## config.mk

```make
export PLATFORM = sky130hd
export DESIGN_NAME = dmem_arbiter_flat
export DESIGN_NICKNAME = d
export VERILOG_FILES = /design/src/rtl/dmem_arbiter_if.sv /design/src/rtl/dmem_arbiter.sv /design/src/flat_wrapper.sv
export SDC_FILE = /design/constraint.sdc
export NUM_CORES = 1
export LEC_CHECK = 0
export CORE_AREA = 2 2 122 124
export DETAILED_ROUTE_END_ITERATION = 10
export DIE_AREA = 0 0 124 126
export PLACE_DENSITY = 0.62
export SLEW_MARGIN = 25
export SYNTH_ARGS = -nofsm -noshare
export SYNTH_HDL_FRONTEND = slang
export SYNTH_SLANG_ARGS = --single-unit
```

## constraint.sdc

```tcl
create_clock -name clk -period 2.85 [get_ports clk]
set_input_delay 0.7125 -clock clk [delete_from_list [all_inputs] [get_ports clk]]
set_output_delay 0.7125 -clock clk [all_outputs]
set_load 0.03 [all_outputs]
```

## src/rtl/dmem_arbiter_if.sv

```systemverilog
// Requester / DMEM bundle for dmem_arbiter.
// master: requesters + DMEM side, slave: arbiter side.
interface dmem_arbiter_if #(
  parameter int ADDR_W = 32,
  parameter int DATA_W = 32
);
  localparam int BE_W = DATA_W / 8;

  logic              r0_req;
  logic              r0_we;
  logic [ADDR_W-1:0] r0_addr;
  logic [DATA_W-1:0] r0_wdata;
  logic [BE_W-1:0]   r0_be;
  logic              r0_gnt;
  logic              r0_rvalid;
  logic [DATA_W-1:0] r0_rdata;

  logic              r1_req;
  logic              r1_we;
  logic [ADDR_W-1:0] r1_addr;
  logic [DATA_W-1:0] r1_wdata;
  logic [BE_W-1:0]   r1_be;
  logic              r1_lock;
  logic              r1_gnt;
  logic              r1_rvalid;
  logic [DATA_W-1:0] r1_rdata;

  logic              mem_en;
  logic              mem_we;
  logic [ADDR_W-1:0] mem_addr;
  logic [DATA_W-1:0] mem_wdata;
  logic [BE_W-1:0]   mem_be;
  logic [DATA_W-1:0] mem_rdata;

  modport master (
    output r0_req, r0_we, r0_addr, r0_wdata, r0_be,
    output r1_req, r1_we, r1_addr, r1_wdata, r1_be,
    output r1_lock, mem_rdata,
    input  r0_gnt, r0_rvalid, r0_rdata,
    input  r1_gnt, r1_rvalid, r1_rdata,
    input  mem_en, mem_we, mem_addr, mem_wdata, mem_be
  );

  modport slave (
    input  r0_req, r0_we, r0_addr, r0_wdata, r0_be,
    input  r1_req, r1_we, r1_addr, r1_wdata, r1_be,
    input  r1_lock, mem_rdata,
    output r0_gnt, r0_rvalid, r0_rdata,
    output r1_gnt, r1_rvalid, r1_rdata,
    output mem_en, mem_we, mem_addr, mem_wdata, mem_be
  );
endinterface

```

## src/rtl/dmem_arbiter.sv

```systemverilog
// Round-robin arbiter sharing single-port DMEM between r0 (LSU) and r1.
// Ports: clk, reset (sync, active-low), bus (dmem_arbiter_if.slave).
// Optional r1 bus lock with forced release: `define DMEM_ARB_LOCK_EN.
module dmem_arbiter #(
  parameter int ADDR_W   = 32,
  parameter int DATA_W   = 32,
  parameter int LOCK_MAX = 16
) (
  input  logic          clk,
  input  logic          reset,
  dmem_arbiter_if.slave bus
);

  logic g0;
  logic g1;
  logic any_g;
  logic last;
  logic rd_pend;
  logic rd_sel;
  logic rv0;
  logic rv1;
  logic r0_ok;
  logic force_rel;

  logic [ADDR_W-1:0]   sel_addr;
  logic [DATA_W-1:0]   sel_wdata;
  logic [DATA_W/8-1:0] sel_be;
  logic                sel_we;

`ifdef DMEM_ARB_LOCK_EN
  localparam int CNT_W = (LOCK_MAX > 1) ? $clog2(LOCK_MAX) : 1;

  typedef enum logic {
    ARB,
    LOCKED
  } state_t;

  state_t           state;
  state_t           state_nx;
  logic [CNT_W-1:0] lock_cnt;
  logic [CNT_W-1:0] cnt_nx;
  logic             lock_blk;
  logic             blk_nx;

  always_ff @(posedge clk) begin
    if (!reset) begin
      state    <= ARB;
      lock_cnt <= '0;
      lock_blk <= 1'b0;
    end else begin
      state    <= state_nx;
      lock_cnt <= cnt_nx;
      lock_blk <= blk_nx;
    end
  end

  // lock_blk masks r1_lock for the one cycle after a forced release
  always_comb begin
    state_nx  = state;
    cnt_nx    = lock_cnt;
    blk_nx    = 1'b0;
    force_rel = 1'b0;
    case (state)
      ARB: begin
        if (g1 && bus.r1_lock && !lock_blk) begin
          state_nx = LOCKED;
          cnt_nx   = '0;
        end
      end
      LOCKED: begin
        cnt_nx = lock_cnt + 1'b1;
        if (lock_cnt == CNT_W'(LOCK_MAX - 1)) begin
          state_nx  = ARB;
          force_rel = 1'b1;
          blk_nx    = 1'b1;
        end else if (g1 && !bus.r1_lock) begin
          state_nx = ARB;
        end
      end
      default: state_nx = ARB;
    endcase
  end

  assign r0_ok = (state == ARB);
`else
  logic lock_unused;

  assign lock_unused = bus.r1_lock | (LOCK_MAX < 1);
  assign r0_ok       = 1'b1;
  assign force_rel   = 1'b0;
`endif

  // last = 1 favours r0 on a conflict
  always_comb begin
    g0 = 1'b0;
    g1 = 1'b0;
    if (!reset) begin
      g0 = 1'b0;
      g1 = 1'b0;
    end else if (!r0_ok) begin
      g1 = bus.r1_req;
    end else if (bus.r0_req && bus.r1_req) begin
      g0 = last;
      g1 = !last;
    end else begin
      g0 = bus.r0_req;
      g1 = bus.r1_req;
    end
  end

  assign any_g = g0 | g1;

  assign sel_addr  = g1 ? bus.r1_addr  : bus.r0_addr;
  assign sel_wdata = g1 ? bus.r1_wdata : bus.r0_wdata;
  assign sel_be    = g1 ? bus.r1_be    : bus.r0_be;
  assign sel_we    = g1 ? bus.r1_we    : bus.r0_we;

  assign bus.r0_gnt    = g0;
  assign bus.r1_gnt    = g1;
  assign bus.mem_en    = any_g;
  assign bus.mem_we    = any_g & sel_we;
  assign bus.mem_addr  = sel_addr;
  assign bus.mem_wdata = sel_wdata;
  assign bus.mem_be    = sel_be;

  always_ff @(posedge clk) begin
    if (!reset) begin
      last    <= 1'b1;
      rd_pend <= 1'b0;
      rd_sel  <= 1'b0;
    end else begin
      if (force_rel) begin
        last <= 1'b1;
      end else if (any_g) begin
        last <= g1;
      end
      rd_pend <= any_g & ~sel_we;
      rd_sel  <= g1;
    end
  end

  // gating with reset drops a read whose grant edge coincides
  // with reset assertion
  assign rv0 = reset & rd_pend & ~rd_sel;
  assign rv1 = reset & rd_pend & rd_sel;

  assign bus.r0_rvalid = rv0;
  assign bus.r1_rvalid = rv1;
  assign bus.r0_rdata  = rv0 ? bus.mem_rdata : '0;
  assign bus.r1_rdata  = rv1 ? bus.mem_rdata : '0;

endmodule

```

## src/flat_wrapper.sv

```systemverilog
// flat-port wrapper written by rule: the top's interface ports become plain ports
module dmem_arbiter_flat 
#(
  parameter int ADDR_W   = 32,
  parameter int DATA_W   = 32,
  parameter int LOCK_MAX = 16
)
  (clk, reset, bus_r0_req, bus_r0_we, bus_r0_addr, bus_r0_wdata, bus_r0_be, bus_r1_req, bus_r1_we, bus_r1_addr, bus_r1_wdata, bus_r1_be, bus_r1_lock, bus_mem_rdata, bus_r0_gnt, bus_r0_rvalid, bus_r0_rdata, bus_r1_gnt, bus_r1_rvalid, bus_r1_rdata, bus_mem_en, bus_mem_we, bus_mem_addr, bus_mem_wdata, bus_mem_be);
  dmem_arbiter_if #(.ADDR_W(ADDR_W), .DATA_W(DATA_W)) bus_i ();
  input  logic clk;
  input  logic reset;
  input wire logic [$bits(bus_i.r0_req)-1:0] bus_r0_req;
  input wire logic [$bits(bus_i.r0_we)-1:0] bus_r0_we;
  input wire logic [$bits(bus_i.r0_addr)-1:0] bus_r0_addr;
  input wire logic [$bits(bus_i.r0_wdata)-1:0] bus_r0_wdata;
  input wire logic [$bits(bus_i.r0_be)-1:0] bus_r0_be;
  input wire logic [$bits(bus_i.r1_req)-1:0] bus_r1_req;
  input wire logic [$bits(bus_i.r1_we)-1:0] bus_r1_we;
  input wire logic [$bits(bus_i.r1_addr)-1:0] bus_r1_addr;
  input wire logic [$bits(bus_i.r1_wdata)-1:0] bus_r1_wdata;
  input wire logic [$bits(bus_i.r1_be)-1:0] bus_r1_be;
  input wire logic [$bits(bus_i.r1_lock)-1:0] bus_r1_lock;
  input wire logic [$bits(bus_i.mem_rdata)-1:0] bus_mem_rdata;
  output wire logic [$bits(bus_i.r0_gnt)-1:0] bus_r0_gnt;
  output wire logic [$bits(bus_i.r0_rvalid)-1:0] bus_r0_rvalid;
  output wire logic [$bits(bus_i.r0_rdata)-1:0] bus_r0_rdata;
  output wire logic [$bits(bus_i.r1_gnt)-1:0] bus_r1_gnt;
  output wire logic [$bits(bus_i.r1_rvalid)-1:0] bus_r1_rvalid;
  output wire logic [$bits(bus_i.r1_rdata)-1:0] bus_r1_rdata;
  output wire logic [$bits(bus_i.mem_en)-1:0] bus_mem_en;
  output wire logic [$bits(bus_i.mem_we)-1:0] bus_mem_we;
  output wire logic [$bits(bus_i.mem_addr)-1:0] bus_mem_addr;
  output wire logic [$bits(bus_i.mem_wdata)-1:0] bus_mem_wdata;
  output wire logic [$bits(bus_i.mem_be)-1:0] bus_mem_be;
  assign bus_i.r0_req = bus_r0_req;
  assign bus_i.r0_we = bus_r0_we;
  assign bus_i.r0_addr = bus_r0_addr;
  assign bus_i.r0_wdata = bus_r0_wdata;
  assign bus_i.r0_be = bus_r0_be;
  assign bus_i.r1_req = bus_r1_req;
  assign bus_i.r1_we = bus_r1_we;
  assign bus_i.r1_addr = bus_r1_addr;
  assign bus_i.r1_wdata = bus_r1_wdata;
  assign bus_i.r1_be = bus_r1_be;
  assign bus_i.r1_lock = bus_r1_lock;
  assign bus_i.mem_rdata = bus_mem_rdata;
  assign bus_r0_gnt = bus_i.r0_gnt;
  assign bus_r0_rvalid = bus_i.r0_rvalid;
  assign bus_r0_rdata = bus_i.r0_rdata;
  assign bus_r1_gnt = bus_i.r1_gnt;
  assign bus_r1_rvalid = bus_i.r1_rvalid;
  assign bus_r1_rdata = bus_i.r1_rdata;
  assign bus_mem_en = bus_i.mem_en;
  assign bus_mem_we = bus_i.mem_we;
  assign bus_mem_addr = bus_i.mem_addr;
  assign bus_mem_wdata = bus_i.mem_wdata;
  assign bus_mem_be = bus_i.mem_be;
  dmem_arbiter #(.ADDR_W(ADDR_W), .DATA_W(DATA_W), .LOCK_MAX(LOCK_MAX)) u_core (.clk(clk), .reset(reset), .bus(bus_i));
endmodule
```

# Word-level counts from Yosys, hierarchy flattened
# Cells that the tools add are included.
[totals]
out_inout_bits = 138
regBits = 3
n_memories = 0
mem_bits_rw = 0
word_cells = 23
rom_bits = 0
in_bits = 175
latch_bits = 0
[classes]
muxes = 10
mul = 0
n_shift = 0
magnitude_cmp = 0
reduce_logical = 2
eq_ne = 0
n_bitwise = 8
n_div = 0
addsub = 0
[ops]
columns = ["operator", "count"]
rows = [
  ["2-to-1 mux 32 bit", 4],
  ["bitwise AND 1 bit", 5],
  ["2-to-1 mux 1 bit", 5],
  ["2-to-1 mux 4 bit", 1],
  ["inverter 1 bit", 2],
  ["logical AND 1 bit", 1],
  ["logical NOT 1 bit", 1],
  ["bitwise OR 1 bit", 1],
]

# Logic depth before layout (Yosys ltp)
[logic_depth]
word_depth = 6
mapped_depth = 5

# Worst setup path after synthesis
# No wires, ideal clock.
[synth_path]
path_type = "in2out"
startpoint = "in reset"
endpoint = "out bus_r0_rdata[10]"
setup_slack_ps = 514
stages = 5
n_path_buf = 3
t_arrival_ps = 1624
required_ps = 2138
cell_sequence = "buf_4 nand2b_1 clkbuf_1 buf_2 nor2_1"
[synth_via]
elab_chain_cells = 3
[synth_rtl]
columns = ["element", "line_no", "rtl"]
rows = [
  ["start, declared", "flat_wrapper.sv:11", "input logic reset;"],
  ["bitwise AND 1 bit (2 in a row)", "dmem_arbiter.sv:144", "assign rv0 = reset & rd_pend & ~rd_sel;"],
  ["2-to-1 mux 32 bit", "dmem_arbiter.sv:149", "assign bus.r0_rdata = rv0 ? bus.mem_rdata : '0;"],
  ["end, declared", "flat_wrapper.sv:26", "output wire logic [$bits(bus_i.r0_rdata)-1:0] bus_r0_rdata;"],
]
# Every way passes these cells.

# Final worst setup path
[layout_path]
startpoint = "in reset"
endpoint = "out bus_mem_wdata[0]"
[layout_via]
elab_chain_cells = 2
[layout_rtl]
columns = ["element", "line_no", "rtl"]
rows = [
  ["2-to-1 mux 1 bit", "dmem_arbiter.sv:97", "if (!reset) begin"],
  ["2-to-1 mux 32 bit", "dmem_arbiter.sv:114", "assign sel_wdata = g1 ? bus.r1_wdata : bus.r0_wdata;"],
  ["end, declared", "flat_wrapper.sv:33", "output wire logic [$bits(bus_i.mem_wdata)-1:0] bus_mem_wdata;"],
]
# Every way passes these cells.

==> metrics <==
area grow syn2layout=203%; RSZ-0062 raised after global routing=false; initial antenna violation count=1; initial DRC count=36; min-delay worst type=flip-flop to flip-flop; Vias per Instance=3.80; vias in the first global route=2683; Final setup viols=0; Comb pwr share=75.3%; Nets=707; WL/cell=13.8 microns; synth top area cells=mux2_4 (60%), nor2_1 (15%), nand2_1 (8.2%), buf_6 (4.6%), dfxtp_1 (3.5%); Final Instance Area=0.00515 sq mm; DR vias=2720; Final Wtd Congestion=0.715; Num CTS Buffers=3; cell area after synthesis=0.00170 sq mm; LEAKAGE=2.45 nW; Clk pin slew, worst setup/hold paths=0.03 ns; Final Hold Vio Count=0; pwr dens=221 mW/mm^2; largest net degree at the start of global routing=29; Crit path buffers/inverters=3; drt drc=0; Post-synth top flop=dfxtp_1; drt pass-1 iters=4; critical path fanouts, max=6; Clk pwr share=20.1%; Yosys warning count=0; Yosys reg bits=3; post-synthesis sequential area ratio=3.53%; headroom to the max-slew limit=48.2%; Die Wd=124 microns; die height=126 microns; Placed Instance Area=0.00494 sq mm; root buffer cell=clkbuf_16; # IOs=313; top-count cell post-synth=nor2_1; # Max-Cap Violations=0; WL final=9890 microns; htree depth=1; Crit Reg-Reg Endpoint=u_core.rd_pend; hpwl dp=8450 microns; Sequential Power Share=4.7%; Synth top area share=60.1%; Critical Path RT=2.14 ns; Max Slew Vio Count=0; PortBufs=311; starting density of the core=11.9%; antenna-violating nets left=0; total power=1.14 mW; reg2reg path depth=6; fraction of layout cells with a size suffix above 1=40.9%; worst skew pair latency=0.23 ns; CP arrival=2.00 ns; Synth area leader=mux2_4; DIE AREA=0.0156 sq mm; Largest delay share family, worst path=buffers and inverters; setup slack, reg-to-reg=1.72 ns; slew at the pin closest to its max-slew limit=0.776 ns; core area=0.0143 sq mm; part of the cycle the worst path needs=95.3%; fmax=0.368 GHz; most common library cells after synthesis=nor2_1 (69), mux2_4 (68), nand2_1 (37), buf_2 (7), buf_6 (7); number of distinct library cells after synthesis=15; Startpoint Class=input pin; final hold slack=0.556 ns; CP cell instances=clkdlybuf4s15_2 > nand3_4 > buf_4 > mux2_4 > dlygate4sd2_1; Syn Area/Cell=8.13 sq um; Hold Path Origin=u_core.last; total track usage=11.2%; hold endpoint=u_core.last; Tmin final=2.72 ns; switching pwr=422 uW; maximum clock path buffer count=2; Clock Skew=0.00118 ns; gr ovfl total=0; WS Path Type=input pin to output pin; worst r2r src=u_core.last; hold path depth=2; Sink Count=3; Mapped Cells=209; floorplan row count=44; crit-path max cell delay=0.36 ns; peak supply drop=0.000164 V; Slowest-stage cell, CP=dlygate4sd2_1; Finished Core Util=36.0%; Pint=714 uW; hold buffer count at cts=0; switch share=37.2%; CTS tree=yes; crit end category=output pin; share of flip-flops with an asynchronous set or reset=0%; EDFF count, synth=0; first-pass GRT wire length=13700 microns; status=completed; synthesized net count=384
==> metrics by stage <==
step	setup slack (ns)	instances	setup TNS (ns)
final	0.133	716	0
after global routing	0.0663	716	0
after CTS	0.00275	714	0
after detailed placement	-0.496	706	-26.76
after global placement	-0.486	706	-25.99
after floorplan	0.514	209	0
==> worst max path at each step <==
| stage | start | slack (ns) | depth (start not counted) | to |
|---|---|---|---|---|
| 3_5_place_dp | bus_r0_req | -0.50 | 6 | bus_mem_wdata[20] |
| 2_1_floorplan | reset | 0.51 | 5 | bus_r0_rdata[10] |
| 6_report | reset | 0.13 | 5 | bus_mem_wdata[0] |
| 5_1_grt | bus_r1_req | 0.07 | 6 | bus_mem_addr[22] |
| 4_1_cts | bus_r0_req | 0.003 | 7 | bus_mem_wdata[22] |
| 3_3_place_gp | bus_r0_req | -0.49 | 6 | bus_mem_wdata[5] |
==> registers in the layout (all words and copies together), names as in the netlist <==
name            flops
u_core.rd_pend      1
u_core.last         1
u_core.rd_sel       1
==> worst min-delay path: stages, from the launching register on <==
cell      delay, ns
dfxtp_1        0.34
nand2b_1       0.09
nand3_1        0.07
==> repair_timing <==
item                       4_1_cts  5_1_grt
setup endpoints to repair       69       51
pin swaps                        2        1
gates cloned                     3        0
gates resized for setup        142        7
buffers inserted                 1        1
==> logic make-up after synthesis <==
kind of cell	share of synthesized area [%]
mux	60.1
buf+inv	8.91
simple gates	26.6
compound gates	0.884
flops	3.53
==> power by group through the flow <==
stage | Sequential [mW] | Clock (mW) | Combinational [mW]
6_report | 0.0531 | 0.228 | 0.855
3_5_place_dp | 0.0534 | 0 | 0.865
5_1_grt | 0.0539 | 0.234 | 0.904
4_1_cts | 0.0532 | 0.231 | 0.861
2_1_floorplan | 0.0469 | 0 | 0.418
3_3_place_gp | 0.0530 | 0 | 0.857
==> cell type report <==
class | count | area [sq um]
Sequential cell | 3 | 60.1
Timing Repair Buffer | 336 | 3250
Inverter | 4 | 15.0
Clock buffer | 4 | 78.8
Fill cell | 1467 | 9170
Tap cell | 184 | 230
Multi-Input combinational cell | 184 | 1510
Antenna cell | 1 | 2.50
==> per-layer routing <==
layer | global-route usage (%) | routed length (microns) | part of all wire (%)
met1 | 11.7 | 3420 | 35
met2 | 22.4 | 5240 | 53
met3 | 3.03 | 1200 | 12
met4 | 1.59 | 29 | 0.29
met5 | 0 | 0 | 0
==> cell usage in the layout, fill, tap and decap left out <==
cell,synthesis,routed
buf_12,0,7
buf_16,0,1
buf_2,7,4
buf_4,1,89
buf_6,7,11
bufbuf_16,0,1
clkbuf_1,4,1
clkbuf_16,0,3
clkbuf_2,0,1
clkdlybuf4s15_1,0,2
clkdlybuf4s15_2,0,29
clkdlybuf4s50_1,0,170
dfxtp_1,3,3
diode_2,0,1
dlygate4sd2_1,0,21
inv_1,4,4
mux2_4,68,68
nand2_1,37,37
nand2_4,0,1
nand2b_1,4,4
nand3_1,1,1
nand3_4,1,2
nor2_1,69,69
o22ai_1,1,1
o32ai_1,1,1
Power figures use the tool's default switching activity.
